<file path="src/rtl/lcd_bus_responder_if.sv">
// ----------------------------------------------------------------------------
// lcd_bus_responder_if
//   Control-word / wait_ handshake between the microprogrammed controller and
//   the LCD bus responder.
//   bus_controller : 22-bit control word (controller -> responder)
//   data_in        : 8-bit write data, sampled with the write request
//   wait_          : 1 = responder busy, controller keeps polling
//   Modports: master = controller side, slave = responder side.
// ----------------------------------------------------------------------------
interface lcd_bus_responder_if;
  logic [21:0] bus_controller;
  logic [7:0]  data_in;
  logic        wait_;

  modport master (output bus_controller, output data_in, input wait_);
  modport slave  (input bus_controller, input data_in, output wait_);
endinterface

</file>
<file path="src/rtl/lcd_bus_responder.sv">
// ----------------------------------------------------------------------------
// lcd_bus_responder
//   Captures an LCD write from the controller's control word, generates
//   HD44780-style E/RS/RW/DB timing and holds wait_ high until the LCD has
//   had time to execute the command.
// Ports:
//   clk    : system clock, all state on rising edge
//   rst_n  : asynchronous active-low reset
//   bus    : handshake interface (bus_controller, data_in in; wait_ out)
//   lcd_e  : LCD enable strobe
//   lcd_rs : LCD register select (0 = command, 1 = data)
//   lcd_rw : LCD read/write, tied to write
//   lcd_db : LCD data bus
// Optional feature (macro LCD_INIT_SEQ_EN): after reset, wait 4*LONG_CYC
//   cycles and then autonomously issue the writes 0x38, 0x0C, 0x01, 0x06
//   (RS=0); bus requests are ignored and wait_ stays high until done.
// ----------------------------------------------------------------------------
module lcd_bus_responder #(
  parameter int LCD_WR_BIT = 21,
  parameter int LCD_RS_BIT = 20,
  parameter int SETUP_CYC  = 2,
  parameter int PULSE_CYC  = 12,
  parameter int HOLD_CYC   = 2,
  parameter int EXEC_CYC   = 50,
  parameter int LONG_CYC   = 2000
) (
  input  logic                  clk,
  input  logic                  rst_n,
  lcd_bus_responder_if.slave    bus,
  output logic                  lcd_e,
  output logic                  lcd_rs,
  output logic                  lcd_rw,
  output logic [7:0]            lcd_db
);

  localparam int MAX_SP = (SETUP_CYC > PULSE_CYC) ? SETUP_CYC : PULSE_CYC;
  localparam int MAX_HE = (HOLD_CYC > EXEC_CYC) ? HOLD_CYC : EXEC_CYC;
  localparam int MAX_A  = (MAX_SP > MAX_HE) ? MAX_SP : MAX_HE;
  localparam int MAX_B  = (MAX_A > LONG_CYC) ? MAX_A : LONG_CYC;
`ifdef LCD_INIT_SEQ_EN
  // The power-up delay is the longest interval the counter has to time.
  localparam int MAX_CYC = (MAX_B > 4 * LONG_CYC) ? MAX_B : 4 * LONG_CYC;
`else
  localparam int MAX_CYC = MAX_B;
`endif
  localparam int CNT_W = $clog2(MAX_CYC) + 1;

  // Counter load values: a state lasting N cycles is entered with N-1 and
  // advances on the edge where the counter reads zero.
  localparam logic [CNT_W-1:0] SETUP_LD = CNT_W'(SETUP_CYC - 1);
  localparam logic [CNT_W-1:0] PULSE_LD = CNT_W'(PULSE_CYC - 1);
  localparam logic [CNT_W-1:0] HOLD_LD  = CNT_W'(HOLD_CYC - 1);
  localparam logic [CNT_W-1:0] EXEC_LD  = CNT_W'(EXEC_CYC - 1);
  localparam logic [CNT_W-1:0] LONG_LD  = CNT_W'(LONG_CYC - 1);

  typedef enum logic [2:0] {
    S_IDLE,
    S_SETUP,
    S_PULSE,
    S_HOLD,
    S_EXEC
`ifdef LCD_INIT_SEQ_EN
    , S_POWER
`endif
  } state_t;

  state_t           state;
  logic [CNT_W-1:0] cnt;
  logic             busy;
  logic             long_cmd;

  // Clear (0x01) and return-home (0x02/0x03) commands need the long wait.
  assign long_cmd = (lcd_rs == 1'b0) &&
                    ((lcd_db == 8'h01) || (lcd_db == 8'h02) || (lcd_db == 8'h03));

  assign bus.wait_ = busy;
  assign lcd_rw    = 1'b0;

`ifdef LCD_INIT_SEQ_EN
  logic       init_busy;
  logic [1:0] init_idx;

  function automatic logic [7:0] init_word(input logic [1:0] idx);
    case (idx)
      2'd0:    init_word = 8'h38;
      2'd1:    init_word = 8'h0C;
      2'd2:    init_word = 8'h01;
      default: init_word = 8'h06;
    endcase
  endfunction
`endif

  always_ff @(posedge clk or negedge rst_n) begin
    if (!rst_n) begin
      state  <= S_IDLE;
      cnt    <= '0;
      busy   <= 1'b0;
      lcd_e  <= 1'b0;
      lcd_rs <= 1'b0;
      lcd_db <= 8'h00;
`ifdef LCD_INIT_SEQ_EN
      init_busy <= 1'b1;
      init_idx  <= 2'd0;
`endif
    end else begin
      case (state)
        S_IDLE: begin
`ifdef LCD_INIT_SEQ_EN
          if (init_busy) begin
            state <= S_POWER;
            cnt   <= CNT_W'(4 * LONG_CYC - 1);
            busy  <= 1'b1;
          end else
`endif
          if (bus.bus_controller[LCD_WR_BIT]) begin
            lcd_db <= bus.data_in;
            lcd_rs <= bus.bus_controller[LCD_RS_BIT];
            state  <= S_SETUP;
            cnt    <= SETUP_LD;
            busy   <= 1'b1;
          end
        end
`ifdef LCD_INIT_SEQ_EN
        S_POWER: begin
          if (cnt == '0) begin
            lcd_db   <= init_word(2'd0);
            lcd_rs   <= 1'b0;
            init_idx <= 2'd0;
            state    <= S_SETUP;
            cnt      <= SETUP_LD;
          end else begin
            cnt <= cnt - 1'b1;
          end
        end
`endif
        S_SETUP: begin
          if (cnt == '0) begin
            state <= S_PULSE;
            cnt   <= PULSE_LD;
            lcd_e <= 1'b1;
          end else begin
            cnt <= cnt - 1'b1;
          end
        end
        S_PULSE: begin
          if (cnt == '0) begin
            state <= S_HOLD;
            cnt   <= HOLD_LD;
            lcd_e <= 1'b0;
          end else begin
            cnt <= cnt - 1'b1;
          end
        end
        S_HOLD: begin
          if (cnt == '0) begin
            state <= S_EXEC;
            cnt   <= long_cmd ? LONG_LD : EXEC_LD;
          end else begin
            cnt <= cnt - 1'b1;
          end
        end
        S_EXEC: begin
          if (cnt == '0) begin
`ifdef LCD_INIT_SEQ_EN
            if (init_busy && (init_idx != 2'd3)) begin
              // Chain straight into the next init write; wait_ stays high.
              init_idx <= init_idx + 2'd1;
              lcd_db   <= init_word(init_idx + 2'd1);
              lcd_rs   <= 1'b0;
              state    <= S_SETUP;
              cnt      <= SETUP_LD;
            end else begin
              init_busy <= 1'b0;
              state     <= S_IDLE;
              busy      <= 1'b0;
            end
`else
            state <= S_IDLE;
            busy  <= 1'b0;
`endif
          end else begin
            cnt <= cnt - 1'b1;
          end
        end
        default: begin
          state <= S_IDLE;
          cnt   <= '0;
          busy  <= 1'b0;
          lcd_e <= 1'b0;
        end
      endcase
    end
  end

endmodule

</file>
<file path="src/flat_wrapper.sv">
// flat-port wrapper written by rule: the top's interface ports become plain ports
module lcd_bus_responder_flat 
#(
  parameter int LCD_WR_BIT = 21,
  parameter int LCD_RS_BIT = 20,
  parameter int SETUP_CYC  = 2,
  parameter int PULSE_CYC  = 12,
  parameter int HOLD_CYC   = 2,
  parameter int EXEC_CYC   = 50,
  parameter int LONG_CYC   = 2000
)
  (clk, rst_n, lcd_e, lcd_rs, lcd_rw, lcd_db, bus_bus_controller, bus_data_in, bus_wait_);
  lcd_bus_responder_if bus_i ();
  input  logic clk;
  input  logic rst_n;
  output logic lcd_e;
  output logic lcd_rs;
  output logic lcd_rw;
  output logic [7:0] lcd_db;
  input wire logic [$bits(bus_i.bus_controller)-1:0] bus_bus_controller;
  input wire logic [$bits(bus_i.data_in)-1:0] bus_data_in;
  output wire logic [$bits(bus_i.wait_)-1:0] bus_wait_;
  assign bus_i.bus_controller = bus_bus_controller;
  assign bus_i.data_in = bus_data_in;
  assign bus_wait_ = bus_i.wait_;
  lcd_bus_responder #(.LCD_WR_BIT(LCD_WR_BIT), .LCD_RS_BIT(LCD_RS_BIT), .SETUP_CYC(SETUP_CYC), .PULSE_CYC(PULSE_CYC), .HOLD_CYC(HOLD_CYC), .EXEC_CYC(EXEC_CYC), .LONG_CYC(LONG_CYC)) u_core (.clk(clk), .rst_n(rst_n), .bus(bus_i), .lcd_e(lcd_e), .lcd_rs(lcd_rs), .lcd_rw(lcd_rw), .lcd_db(lcd_db));
endmodule
</file>
<file path="config.mk">
export PLATFORM = sky130hd
export DESIGN_NAME = lcd_bus_responder_flat
export DESIGN_NICKNAME = d
export VERILOG_FILES = /design/src/rtl/lcd_bus_responder_if.sv /design/src/rtl/lcd_bus_responder.sv /design/src/flat_wrapper.sv
export SDC_FILE = /design/constraint.sdc
export NUM_CORES = 1
export LEC_CHECK = 0
export CAP_MARGIN = 20
export CORE_MARGIN = 5
export CORE_UTILIZATION = 51
export DETAILED_ROUTE_END_ITERATION = 8
export PLACE_DENSITY = 0.82
export REMOVE_ABC_BUFFERS = 1
export SYNTH_ARGS = -nofsm -noshare
export SYNTH_HDL_FRONTEND = slang
export SYNTH_SLANG_ARGS = --single-unit
</file>
<file path="constraint.sdc">
create_clock -name clk -period 3.8 [get_ports clk]
set_input_delay 0.76 -clock clk [delete_from_list [all_inputs] [get_ports clk]]
set_output_delay 0.76 -clock clk [all_outputs]
set_load 0.01 [all_outputs]
</file>
==> flow_metrics.env, run 1 <==
export IMPL_result_of_the_run="finished, final reports clean"
export IMPL_finalCriticalPeriod_ns=2.54
export IMPL_detailedPlacementHpwl_mm=2.70
export IMPL_grt_first_pass_wirelength_mm=6.23
export IMPL_timing_slew_headroom_pct=52.5
export IMPL_antenna_found_initial=0
export IMPL_gr_usage_all_layers_pct=18.4
export IMPL_whs_endpoint="u_core.lcd_db[4]"
export IMPL_globalRoute_totalOverflow=0
export IMPL_worst_setup_path_end_kind="flop"
export IMPL_boundaryPins=44
export IMPL_worstRegToRegCells=7
export IMPL_timing_max_cap_violations=0
export IMPL_min_path_cells=1
export IMPL_seq_area_frac_synth_pct=41.4
export IMPL_totalPowerFinal_mw=1.30
export IMPL_ctsHtreeMaxLevel=1
export IMPL_finalCoreUtilization_pct=61.4
export IMPL_grt_start_max_net_pins=22
export IMPL_post_route_cells_drive_above_1_share_pct=13.7
export IMPL_final_min_period_over_clock_period_pct=66.8
export IMPL_instances_no_fill=216
export IMPL_register_to_register_setup_slack_ns=1.26
export IMPL_met2_length_mm=1.82
export IMPL_timing_hold_violations_final=0
export IMPL_syn_mean_instance_area_um2=9.58
export IMPL_met1_length_mm=1.56
export IMPL_timing_critical_path_required_ns=4.00
export IMPL_finish_net_count=217
export IMPL_worst_skew_pair_late_latency_ns=0.33
export IMPL_routabilityCongestion=0.908
export IMPL_post_cts_repair_setup_buffers=0
export IMPL_arrival_ns=2.74
export IMPL_num_antenna_cells=0
export IMPL_tritoncts_num_buffers=3
export IMPL_buffer_type_at_the_clock_tree_root="sky130_fd_sc_hd__clkbuf_4"
export IMPL_topRoutingLayerUsed="met4"
export IMPL_timing_critical_path_cells="inv_1 > ha_1 > nor4b_4 > and3_1 > o21ai_0 > nand2b_1 > o32ai_1"
export IMPL_min_path_type="flop to flop"
export IMPL_timing_fmax_ghz=0.394
export IMPL_buffer_ports_inserted=22
export IMPL_share_comb_of_total_power_pct=44.7
export IMPL_detailedRoute_firstIterationViolations=58
export IMPL_cts_repair_resize_count=0
export IMPL_post_drt_via_cell_ratio=6.40
export IMPL_report_final_slew_viol_count=0
export IMPL_worst_path_max_fanout=16
export IMPL_firstDrtPassIters=4
export IMPL_critPathSlowestCell="sky130_fd_sc_hd__and3_1"
export IMPL_post_route_drc_count=0
export IMPL_detailroute_wirelength_met3_um=215
export IMPL_grt_setup_unrepaired="no"
export IMPL_floorplan_core_area_mm2=0.00300
export IMPL_netSwitchingFraction_pct=39.1
export IMPL_finalSetupViolations=0
export IMPL_ffs_w_async_s_r_synth_pct=100
export IMPL_ranking_of_synthesized_cells_by_area="sky130_fd_sc_hd__dfrtp_1 (41%), sky130_fd_sc_hd__mux2_2 (6.4%), sky130_fd_sc_hd__a21oi_1 (4.5%), sky130_fd_sc_hd__nand2_1 (2.9%), sky130_fd_sc_hd__o21ai_0 (2.5%)"
export IMPL_part_of_the_power_in_registers_pct=40.2
export IMPL_die_height_um=65.5
export IMPL_vias=1383
export IMPL_cts_tree="done"
export IMPL_tightest_slew_ns=0.707
export IMPL_post_synth_top_count_cell="sky130_fd_sc_hd__dfrtp_1"
export IMPL_worst_clock_skew_ns=0.0114
export IMPL_totalNegativeSetupSlack_ns=0
export IMPL_power_switching_mw=0.507
export IMPL_clk_pin_slew_worst_paths_ns=0.15
export IMPL_yosysWarnings=0
export IMPL_synth_enable_flop_cells=0
export IMPL_synth_common_cells="sky130_fd_sc_hd__dfrtp_1 (26), sky130_fd_sc_hd__a21oi_1 (14), sky130_fd_sc_hd__nand2_1 (12), sky130_fd_sc_hd__mux2_2 (9)"
export IMPL_power_density_cell_area_mw_per_mm2=704
export IMPL_timing_rr_end="u_core.cnt[2]"
export IMPL_wl_mm=3.67
export IMPL_antenna_violating_nets_left=0
export IMPL_synthFlopType="sky130_fd_sc_hd__dfrtp_1"
export IMPL_hold_start="u_core.lcd_db[4]"
export IMPL_placement_rows=20
export IMPL_power_leakage_nw=0.731
export IMPL_critical_path_max_stage_delay_ns=0.61
export IMPL_peak_vdd_ir_mv=0.367
export IMPL_dp_cells=212
export IMPL_r2r_start="u_core.cnt[0]"
export IMPL_starting_utilization_of_the_core_area_pct=52.3
export IMPL_mappedNetlistArea_mm2=0.00157
export IMPL_worst_hold_slack_ns=0.549
export IMPL_internal_cell_power_mw=0.791
export IMPL_netlist_cell_type_count=53
export IMPL_drt_wirelength_per_cell_um=17.0
export IMPL_synth_seq_cells=26
export IMPL_areaGrowthSynthToFinish_pct=17.3
export IMPL_cts_buffer_depth=2
export IMPL_number_of_global_route_vias_before_repair=1305
export IMPL_start_kind="flop"
export IMPL_cts_hold_buf=0
export IMPL_die_area_mm2=0.00429
export IMPL_clock_sinks=26
export IMPL_netlist_area_leader_share_pct=41.4
export IMPL_power_frac_clock_pct=15.0
export IMPL_timing_setup_critical_path_class="flop to flop"
export IMPL_synth_area_leader_cell="sky130_fd_sc_hd__dfrtp_1"
export IMPL_postSynthCellCount=164
export IMPL_die_x_um=65.5
==> state kept, by name (all words and copies together) (netlist names) <==
signal and cells:
u_core.state 3, u_core.lcd_rs 1, u_core.bus.wait_ 1, u_core.cnt 12
u_core.lcd_db 8, u_core.lcd_e 1
==> power by group through the flow <==
stage               registers (mW)  logic [mW]  clock network (mW)
floorplan                    0.518       0.365                   0
global placement             0.512       0.556                   0
detailed placement           0.525       0.580                   0
CTS                          0.518       0.584               0.197
global route                 0.539       0.639               0.210
finish                       0.522       0.581               0.195
==> how the worst max path moves through the flow <==
stage / startpoint / endpoint / slack (ns) / cells after the start
final: u_core.cnt[0] / u_core.cnt[2] / 1.26 / 7
after global placement: bus_bus_controller[21] / u_core.cnt[5] / 1.27 / 4
after global routing: u_core.cnt[0] / u_core.cnt[2] / 1.06 / 7
after detailed placement: bus_bus_controller[21] / u_core.cnt[6] / 1.23 / 4
after floorplan: u_core.state[1] / u_core.lcd_db[0] / 1.58 / 3
after CTS: u_core.cnt[0] / u_core.cnt[6] / 1.30 / 7
==> logic make-up after synthesis <==
logic type | after synthesis | share of synthesized area, %
and+or+nand+nor | 57 | 22.6
AOI/OAI and AO/OA | 54 | 21.7
DFF | 26 | 41.4
buffers and inverters | 13 | 5.10
muxes | 9 | 6.45
xor gates and xnor gates | 3 | 1.67
adders and majority gates | 1 | 0.796
other | 1 | 0.239
==> area by class of cell <==
type                    instances  area (µm²)
clock inverters                 1        30.0
flip-flops and latches         26         651
well taps                      33        41.3
clock buffers                   3        22.5
fillers                       248        1160
repair buffers                 24         243
multi-input cells             125         841
inverters                       4        15.0
==> critical path: cells and delay by family, from the launching register on <==
kind            cells  cell delay (ns)
simple gates        3             1.34
flops               1             0.45
compound gates      2             0.30
fa+ha+maj           1             0.24
buf+inv             1             0.07
==> routing by layer <==
metal  up-vias  track usage, %
met5         -               0
met4         0            7.77
met3        11            2.56
met2        49            30.3
met1       674            24.2
li1        649               -
==> stage by stage <==
stage	worst slack, ns	area, µm²
2_1_floorplan	1.58	1510
5_1_grt	1.06	1840
3_5_place_dp	1.23	1790
6_report	1.26	1840
4_1_cts	1.30	1840
3_3_place_gp	1.27	1780
==> layout by cell type (no fill, tap or decap), drive strengths merged, types with 2 or more instances in the layout <==
| cell | Yosys | routed |
|---|---|---|
| dfrtp | 26 | 26 |
| clkdlybuf4s50 | 0 | 22 |
| o21ai | 15 | 15 |
| a21oi | 14 | 14 |
| nand2 | 12 | 12 |
| mux2 | 9 | 9 |
| nor2 | 9 | 9 |
| nor3 | 7 | 7 |
| nor4 | 6 | 6 |
| a31oi | 5 | 5 |
| inv | 4 | 4 |
| nor2b | 4 | 4 |
| o22ai | 4 | 4 |
| nand3 | 3 | 3 |
| clkbuf | 2 | 3 |
| o31ai | 3 | 3 |
| a21boi | 3 | 3 |
| or2 | 2 | 2 |
| and2 | 2 | 2 |
| nand3b | 2 | 2 |
| nand2b | 2 | 2 |
| xnor2 | 2 | 2 |
| buf | 7 | 2 |
No activity file was read; power rests on OpenSTA's default activity.
==> run 2, diff against run 1 <==
--- a/config.mk
+++ b/config.mk
@@ -7,9 +7,9 @@
 export LEC_CHECK = 0
 export CAP_MARGIN = 20
 export CORE_MARGIN = 5
-export CORE_UTILIZATION = 51
+export CORE_UTILIZATION = 47
 export DETAILED_ROUTE_END_ITERATION = 8
-export PLACE_DENSITY = 0.82
+export PLACE_DENSITY = 0.77
 export REMOVE_ABC_BUFFERS = 1
 export SYNTH_ARGS = -nofsm -noshare
 export SYNTH_HDL_FRONTEND = slang
==> constraint.sdc (replaced) <==
create_clock -name clk -period 2.65 [get_ports clk]
set_input_delay 0.53 -clock clk [delete_from_list [all_inputs] [get_ports clk]]
set_output_delay 0.53 -clock clk [all_outputs]
set_load 0.01 [all_outputs]
==> run 2 against run 1 <==
Net effect:
- worst hold slack improved by 0.0075 ns
- non-clock buffer count is 4 higher
- sequential power increased by 43%
- critical path depth is the same
- clock power increased by 40%
- utilization fell by 4.1 points
- first-iteration DRC count up 40%
- register-to-register slack got worse by 0.97 ns
- global-route usage down 0.75 points
- via count decreased by 3.7%
- critical endpoint is now u_core.cnt[6]
==> flow_metrics.env, run 2 (same netlist as run 1, synthesis figures left out) <==
export IMPL_cp_buffers_inverters=1
export IMPL_areaGrowthSynthToFinish_pct=19.7
export IMPL_biggestRegsByFlops="u_core.cnt: 12 flops, u_core.lcd_db: 8 flops, u_core.state: 3 flops"
export IMPL_buffer_ports_inserted=22
export IMPL_final_cell_area_mm2=0.00188
export IMPL_netSwitchingFraction_pct=38.3
export IMPL_result_of_the_run="finished, final reports clean"
export IMPL_finalCoreUtilization_pct=57.3
export IMPL_post_route_cells_drive_above_1_share_pct=15.5
export IMPL_grt_setup_unrepaired="no"
export IMPL_critPathSlowestCell="sky130_fd_sc_hd__and3_1"
export IMPL_gr_usage_all_layers_pct=17.7
export IMPL_post_drt_via_cell_ratio=5.72
export IMPL_firstDrtPassIters=4
export IMPL_sequential_cell_area_um2=651
export IMPL_timing_hold_violations_final=0
export IMPL_report_final_slew_viol_count=0
export IMPL_vias=1332
export IMPL_die_x_um=67.8
export IMPL_cts_tree="done"
export IMPL_num_antenna_cells=0
export IMPL_top_register="u_core.cnt"
export IMPL_timing_critical_path_required_ns=2.86
export IMPL_wl_mm=3.58
export IMPL_start_kind="flop"
export IMPL_post_route_drc_count=0
export IMPL_post_cts_repair_setup_buffers=0
export IMPL_peak_vdd_ir_mv=0.488
export IMPL_timing_setup_critical_path_class="flop to flop"
export IMPL_die_area_mm2=0.00460
export IMPL_finalCriticalPeriod_ns=2.36
export IMPL_part_of_the_power_in_registers_pct=39.8
export IMPL_arrival_ns=2.57
export IMPL_die_height_um=67.8
export IMPL_tritoncts_num_buffers=3
export IMPL_cts_buffer_depth=2
export IMPL_globalRoute_totalOverflow=0
export IMPL_fillerInstances=284
export IMPL_timing_slew_headroom_pct=55.2
export IMPL_placedInstanceArea_mm2=0.00183
export IMPL_finalSetupViolations=0
export IMPL_placement_rows=21
export IMPL_final_common_cell="sky130_fd_sc_hd__dfrtp_1"
export IMPL_tightest_slew_ns=0.672
export IMPL_detailedRoute_firstIterationViolations=81
export IMPL_worst_hold_slack_ns=0.556
export IMPL_finish_net_count=221
export IMPL_detailedPlacementHpwl_mm=2.61
export IMPL_starting_utilization_of_the_core_area_pct=47.8
export IMPL_antenna_found_initial=0
export IMPL_antenna_violating_nets_left=0
export IMPL_power_switching_mw=0.717
export IMPL_layout_common_cells="sky130_fd_sc_hd__dfrtp_1 (26), sky130_fd_sc_hd__clkdlybuf4s50_1 (22), sky130_fd_sc_hd__a21oi_1 (14)"
export IMPL_worst_setup_path_end_kind="flop"
export IMPL_final_min_period_over_clock_period_pct=89.1
export IMPL_critical_path_max_stage_delay_ns=0.52
export IMPL_timing_max_cap_violations=0
export IMPL_clk_pin_slew_worst_paths_ns=0.14
export IMPL_power_leakage_nw=0.750
export IMPL_worst_clock_skew_ns=0.00316
export IMPL_min_path_type="primary input to async pin"
export IMPL_drt_wirelength_per_cell_um=15.3
export IMPL_internal_cell_power_mw=1.15
export IMPL_boundaryPins=44
export IMPL_ctsHtreeMaxLevel=1
export IMPL_totalNegativeSetupSlack_ns=0
export IMPL_timing_critical_path_cells="inv_1 > ha_1 > nor4b_4 > and3_1 > o21ai_0 > nand2b_1 > o22ai_1"
export IMPL_clock_sinks=26
export IMPL_power_frac_clock_pct=14.6
export IMPL_routabilityCongestion=0.886
export IMPL_timing_fmax_ghz=0.423
export IMPL_share_comb_of_total_power_pct=45.6
export IMPL_number_of_global_route_vias_before_repair=1340
export IMPL_worst_skew_pair_late_latency_ns=0.32
export IMPL_cts_repair_resize_count=0
export IMPL_cp_top_family="simple AND/OR/NAND/NOR gates"
export IMPL_floorplan_core_area_mm2=0.00328
export IMPL_grt_start_max_net_pins=27
export IMPL_multi_input_area_um2=841
export IMPL_cts_hold_buf=0
export IMPL_power_density_cell_area_mw_per_mm2=994
export IMPL_worst_path_max_fanout=12
export IMPL_buffer_type_at_the_clock_tree_root="sky130_fd_sc_hd__clkbuf_4"
export IMPL_grt_first_pass_wirelength_mm=6.22
export IMPL_number_of_flip_flops_under_the_largest_register_name=12
==> run 2: changes by cell type in the layout (fill, tap and decap cells not counted) <==
| cell | delta |
|---|---|
| sky130_fd_sc_hd__buf_4 | +5 |
| sky130_fd_sc_hd__buf_8 | -1 |
==> run 2: area by class of cell <==
| type | count | share of cell area [%] |
|---|---|---|
| Inverter | 4 | 0.798 |
| Timing Repair Buffer | 28 | 14.1 |
| Sequential cell | 26 | 34.6 |
| Multi-Input combinational cell | 125 | 44.7 |
| Clock inverter | 1 | 1.60 |
| Clock buffer | 3 | 1.20 |
| Tap cell | 46 | 3.06 |
==> run 2: worst reg2reg max path, delay by kind of cell (launching register included) <==
kind | cells | cell delay, ns
fa+ha+maj | 1 | 0.23
flops | 1 | 0.45
simple gates | 3 | 1.19
compound gates | 2 | 0.29
buf+inv | 1 | 0.08
==> run 2: stage by stage <==
step | setup slack (ns) | total power, mW | instances
3_5_place_dp | 0.361 | 1.61 | 229
3_3_place_gp | 0.416 | 1.56 | 229
4_1_cts | 0.342 | 1.88 | 233
5_1_grt | 0.111 | 2.01 | 233
2_1_floorplan | 0.429 | 1.27 | 155
6_report | 0.288 | 1.87 | 233
==> run 2: per-layer routing <==
layer / track usage, % / up-vias / part of all wire (%)
met3: 2.30 / 4 / 4.4
li1: - / 653 / -
met2: 29.0 / 29 / 49
met4: 6.70 / 0 / 1.2
met5: 0 / - / 0
met1: 23.8 / 646 / 45
==> run 2: path summary, 6_finish.rpt <==
kind | start | end | slack, ns | cells after the start
worst max-delay path | u_core.cnt[0] | u_core.cnt[6] | 0.29 | 7
worst min-delay path | rst_n | u_core.cnt[2] | 0.56 | 2
worst max register to register | u_core.cnt[0] | u_core.cnt[6] | 0.29 | 7
worst min register to register | u_core.lcd_rs | u_core.lcd_rs | 0.56 | 1
max in group asynchronous | rst_n | u_core.cnt[0] | 1.85 | 2
min in group clk | u_core.lcd_rs | u_core.lcd_rs | 0.56 | 1
==> run 2: power by group through the flow <==
stage                     clock, mW  combinational [mW]  sequential (mW)
final                         0.273               0.853            0.745
after global routing          0.295               0.950            0.767
after CTS                     0.280               0.859            0.743
after detailed placement          0               0.855            0.752
after global placement            0               0.822            0.737
after floorplan                   0               0.523            0.742
